`src/rtl/tdc_meas_ctrl.sv`:
```
// Delay-line TDC measurement controller.
// Measures the time between synchronised start and stop edges as a coarse clock-cycle count
// plus a fine value (the popcount of the delay-line thermometer code), then buffers each
// {timeout, coarse, fine} record in a small FIFO that is read out one byte at a time.
module tdc_meas_ctrl #(
   parameter int unsigned N_TAPS     = 16,
   parameter int unsigned COARSE_W   = 8,
   parameter int unsigned FIFO_DEPTH = 4,
   localparam int unsigned FINE_W    = $clog2(N_TAPS + 1),
   localparam int unsigned REC_W     = 1 + COARSE_W + FINE_W,
   localparam int unsigned N_BYTES   = (REC_W + 7) / 8,
   localparam int unsigned SEL_W     = (N_BYTES > 1) ? $clog2(N_BYTES) : 1
) (
   input  logic               clk,
   input  logic               rst_n,
   input  logic               arm,
   input  logic               mode,
   input  logic               clr,
   input  logic               start,
   input  logic               stop,
   input  logic [N_TAPS-1:0]  tap_code,
   input  logic               rd_en,
   input  logic [SEL_W-1:0]   byte_sel,
   output logic [7:0]         dout,
   output logic               busy,
   output logic               fifo_empty,
   output logic               fifo_full,
   output logic               overflow
);

   localparam int unsigned PTR_W = $clog2(FIFO_DEPTH);
   localparam int unsigned CNT_W = PTR_W + 1;
   localparam int unsigned PAD_W = 8 * N_BYTES;

   typedef enum logic [1:0] {StIdle, StArmed, StMeas, StWrite} state_e;

   state_e               state_q, state_d;
   logic [COARSE_W-1:0]  coarse_q, coarse_d;
   logic [REC_W-1:0]     rec_q, rec_d;
   logic [FINE_W-1:0]    fine;

   logic start_s1_q, start_s2_q, start_s3_q;
   logic stop_s1_q, stop_s2_q, stop_s3_q;
   logic start_rise, stop_rise;

   logic [REC_W-1:0]     mem_q [FIFO_DEPTH];
   logic [PTR_W-1:0]     wr_ptr_q, rd_ptr_q;
   logic [CNT_W-1:0]     count_q;
   logic                 overflow_q;
   logic                 push_req, push_ok, pop, drop;
   logic [PAD_W-1:0]     head_pad;

   // Two-flop synchronisers plus an edge flop; identical latency on both paths cancels out.
   always_ff @(posedge clk or negedge rst_n) begin
      if (!rst_n) begin
         start_s1_q <= 1'b0;
         start_s2_q <= 1'b0;
         start_s3_q <= 1'b0;
         stop_s1_q  <= 1'b0;
         stop_s2_q  <= 1'b0;
         stop_s3_q  <= 1'b0;
      end else begin
         start_s1_q <= start;
         start_s2_q <= start_s1_q;
         start_s3_q <= start_s2_q;
         stop_s1_q  <= stop;
         stop_s2_q  <= stop_s1_q;
         stop_s3_q  <= stop_s2_q;
      end
   end

   assign start_rise = start_s2_q & ~start_s3_q;
   assign stop_rise  = stop_s2_q & ~stop_s3_q;

   // Fine value: popcount tolerates bubbles in the thermometer code.
   always_comb begin
      fine = '0;
      for (int i = 0; i < N_TAPS; i++) begin
         fine = fine + FINE_W'(tap_code[i]);
      end
   end

   // FSM state, coarse counter and captured record.
   always_ff @(posedge clk or negedge rst_n) begin
      if (!rst_n) begin
         state_q  <= StIdle;
         coarse_q <= '0;
         rec_q    <= '0;
      end else begin
         state_q  <= state_d;
         coarse_q <= coarse_d;
         rec_q    <= rec_d;
      end
   end

   // FSM next state; clr overrides everything and discards any in-flight measurement.
   always_comb begin
      state_d  = state_q;
      coarse_d = coarse_q;
      rec_d    = rec_q;
      if (clr) begin
         state_d = StIdle;
      end else begin
         unique case (state_q)
            StIdle: begin
               if (arm) state_d = StArmed;
            end
            StArmed: begin
               if (start_rise) begin
                  state_d  = StMeas;
                  coarse_d = '0;
               end
            end
            StMeas: begin
               if (stop_rise) begin
                  rec_d   = {1'b0, coarse_q, fine};
                  state_d = StWrite;
               end else if (coarse_q == '1) begin
                  rec_d   = {1'b1, coarse_q, {FINE_W{1'b0}}};
                  state_d = StWrite;
               end else begin
                  coarse_d = coarse_q + COARSE_W'(1);
               end
            end
            StWrite: begin
               state_d = mode ? StArmed : StIdle;
            end
            default: state_d = StIdle;
         endcase
      end
   end

   assign busy       = (state_q == StArmed) || (state_q == StMeas);
   assign fifo_empty = (count_q == '0);
   assign fifo_full  = (count_q == CNT_W'(FIFO_DEPTH));
   assign overflow   = overflow_q;

   // A full FIFO still accepts a push when the head is popped in the same cycle.
   assign push_req = (state_q == StWrite) && !clr;
   assign pop      = rd_en && !fifo_empty && !clr;
   assign push_ok  = push_req && (!fifo_full || pop);
   assign drop     = push_req && !push_ok;

   // FIFO pointers, occupancy and sticky overflow.
   always_ff @(posedge clk or negedge rst_n) begin
      if (!rst_n) begin
         wr_ptr_q   <= '0;
         rd_ptr_q   <= '0;
         count_q    <= '0;
         overflow_q <= 1'b0;
      end else if (clr) begin
         wr_ptr_q   <= '0;
         rd_ptr_q   <= '0;
         count_q    <= '0;
         overflow_q <= 1'b0;
      end else begin
         if (push_ok) wr_ptr_q <= wr_ptr_q + PTR_W'(1);
         if (pop)     rd_ptr_q <= rd_ptr_q + PTR_W'(1);
         count_q <= count_q + CNT_W'(push_ok) - CNT_W'(pop);
         if (drop) overflow_q <= 1'b1;
      end
   end

   // Record storage; contents are only visible while the FIFO is non-empty.
   always_ff @(posedge clk) begin
      if (push_ok) mem_q[wr_ptr_q] <= rec_q;
   end

   // Byte-selected view of the head record, zero when empty or out of range.
   always_comb begin
      head_pad = PAD_W'(mem_q[rd_ptr_q]);
      dout     = '0;
      if (!fifo_empty) begin
         for (int b = 0; b < N_BYTES; b++) begin
            if (byte_sel == SEL_W'(b)) dout = head_pad[b*8 +: 8];
         end
      end
   end

endmodule

```
`config.mk`:
```
export PLATFORM = sky130hd
export DESIGN_NAME = tdc_meas_ctrl
export DESIGN_NICKNAME = d
export VERILOG_FILES = /design/src/rtl/tdc_meas_ctrl.sv
export SDC_FILE = /design/constraint.sdc
export NUM_CORES = 1
export LEC_CHECK = 0
export ABC_AREA = 1
export CORE_MARGIN = 10
export CORE_UTILIZATION = 30
export CTS_BUF_LIST = sky130_fd_sc_hd__clkbuf_4
export DETAILED_ROUTE_END_ITERATION = 16
export GPL_ROUTABILITY_DRIVEN = 0
export PLACE_DENSITY_LB_ADDON = 0.1
export SYNTH_ARGS = -nofsm -noshare
export SYNTH_HDL_FRONTEND = slang
export SYNTH_SLANG_ARGS = --single-unit
```
`constraint.sdc`:
```
create_clock -name clk -period 5.6 [get_ports clk]
set_input_delay 1.12 -clock clk [delete_from_list [all_inputs] [get_ports clk]]
set_output_delay 1.12 -clock clk [all_outputs]
set_load 0.01 [all_outputs]
```
==> impl_metrics.tcl <==
set metrics [dict create \
    ys_warn_count 0 \
    crit_slowest_cell "fa_1" \
    worstPathCellList "clkdlybuf4s50_1 > inv_1 > fa_1 > fa_1 > fa_1 > fa_1 > inv_1 > ha_1 > fa_1 > nand2_1 > inv_1 > o211ai_1 > nand2_1" \
    synth_area_leaders "edfxtp_1 (37%), dfrtp_1 (21%), nand2_1 (7.0%)" \
    synth_largest_area_cell "edfxtp_1" \
    ir_drop_mv 0.1390 \
    utilization 0.3476 \
    grt_usage 0.09829 \
    arrival_ns 4.56 \
    slew_violations 0 \
    antenna_found_initial 0 \
    core_area_mm2 0.01509 \
    worst-setup-path-type "input port to flop" \
    post-place-ws_ns 0.8731 \
    status "complete, no violations" \
    initial_utilization 0.3036 \
    drtAntennaViolNets 0 \
    finalCriticalPeriod_ns 4.196 \
    path_clk_slew_ns 0.15 \
    wl_met1_um 4560 \
    power.total_uw 1812 \
    avgSynthCellArea_um2 10.27 \
    port_buffers 36 \
    cts_hold_buf 0 \
    yosysSeqAreaShare 0.5745 \
    wl_met2_um 4456 \
    dieArea_mm2 0.02062 \
    dpl.hpwl_um 6494 \
    syn_inst 446 \
    cp-start-kind "input port" \
    grt_first_pass_wirelength_um 15660 \
    cap_violations 0 \
    power_density_mw_per_mm2 345.5 \
    critical-path-top-delay-family "adder cells" \
    synth_area_mm2 0.004582 \
    htreeDepth 3 \
    cp.required_ns 5.97 \
    critPathMaxFanout 2 \
    drt_iter0_markers 157 \
    rsz0062_at_grt "no" \
    routed_wirelength_um 9458 \
    cts_buffer_depth 2 \
    cts_made_buffers 9 \
    ctsResizeCount 0 \
    slew_headroom 0.3919 \
    route.top_layer_used "met4" \
    synthToLayoutAreaGrowth_pct 14.47 \
    avgRoutedWirePerCell_um 14.05 \
    cts_num_sinks 94 \
    route.detailed.drc 0 \
    max_stage_delay_ns 0.56 \
    cts-root-buf "clkbuf_4" \
    cts_setup_buffers 0 \
    rows 45 \
    finalSetupTns_ns 0 \
    cts_tree "built" \
    worst_slack_ns 1.404 \
    overflow 0 \
    nNetsFinal 531 \
    hp-class "flop to flop" \
    crit_buf_inv 4 \
    dr_wl_met3_um 284 \
    max_freq_ghz 0.2383 \
    vias_per_cell 4.432 \
    end_kind "flop" \
    ys_ff_latch 94 \
    n_antenna_cell 0 \
    ios 37 \
    cp_common_cell "fa_1" \
    finalSetupViolCount 0 \
    die_w_um 143.6 \
    finalHoldViolCount 0 \
    syn_nets 497 \
    clock_skew_ns 0.006534 \
    yosysTopAreaCellShare 0.3670 \
    grt_max_degree 39 \
    die_h_um 143.6 \
    grt_pass1_vias 3059 \
    clock_latency_ns 0.46 \
    p_leak_uw 0.002211 \
    post-route-period-util 0.7494 \
    drive_gt1_frac 0.09072 \
    tightest_slew_ns 0.9112 \
    first_pass_iters 4 \
    vias 2983 \
    ys_types 34 \
]
[where the power goes]
group          leakage (uW)  switching, uW  internal (uW)
Sequential          0.00102           59.0            808
Clock             0.0000740            250            142
Combinational       0.00111            331            221
Total               0.00221            640           1170
[cell usage after synthesis (all sizes together)]
cell type,number
fa,11
or2,2
o211ai,2
inv,56
nand3,31
ha,15
and3,1
dfrtp,38
nor3,4
xor2,1
o2bb2ai,1
edfxtp,56
o22ai,6
buf,9
nor2,59
o21bai,2
clkbuf,5
nand3b,3
o21ai,43
a21oi,8
nand2,93
[worst paths after layout]
path                             start     endpoint  slack (ns)  cells after the start
setup / recovery           tap_code[0]     rec_q[4]        1.40                     13
hold / removal               stop_s1_q    stop_s2_q        0.37                      0
setup reg to reg            count_q[1]   count_q[2]        3.27                     10
hold reg to reg              stop_s1_q    stop_s2_q        0.37                      0
max in group asynchronous        rst_n  coarse_q[3]        4.29                      1
min in group asynchronous        rst_n   start_s1_q        0.76                      1
[cell usage in the layout, fill, tap and decap left out, types with 6 or more instances in the layout]
master	count
inv_1	55
fa_1	11
o21ai_0	38
nor2_1	53
a21oi_1	6
nand2_1	86
nand3_1	28
dfrtp_1	38
nand2_2	6
clkbuf_4	9
o22ai_1	6
ha_1	15
edfxtp_1	56
clkdlybuf4s50_1	35
[through the flow]
stage / area (um^2) / instances / hold WS (ns)
finish: 5245 / 673 / 0.3747
global route: 5245 / 673 / 0.3844
CTS: 5245 / 673 / 0.3786
detailed placement: 5097 / 657 / 0.3372
global placement: 5097 / 657 / 0.3336
floorplan: 4582 / 446 / 0.3312
[metal layers]
metal	track usage	vias to the layer above
li1	-	1534
met2	0.1597	39
met5	0	-
met3	0.02013	12
met4	0.04191	0
met1	0.1242	1398
[kinds of logic (layout without fill, tap and decap cells)]
| group | Yosys count | in the layout | synth area share |
|---|---|---|---|
| xor+xnor | 1 | 1 | 0.001912 |
| simple gates | 193 | 193 | 0.1890 |
| compound gates | 62 | 62 | 0.07892 |
| buf+inv | 70 | 109 | 0.06663 |
| fa+ha+maj | 26 | 26 | 0.08902 |
| flops | 94 | 94 | 0.5745 |
[state kept, by name (all words and copies together), names as in the netlist, 2 cells and up]
register,count
mem_q,56
count_q,3
coarse_q,8
wr_ptr_q,2
state_q,2
rd_ptr_q,2
rec_q,14
[layout make-up]
type / instances / area, um^2
sequential: 94 / 2633
multi-input combinational: 282 / 1654
inverter: 56 / 212.7
fill: 1537 / 9844
tap: 188 / 235.2
clock buffer: 9 / 67.56
clock inverter: 7 / 80.08
timing repair buffer: 37 / 362.8
No activity file was read; power rests on OpenSTA's default activity.
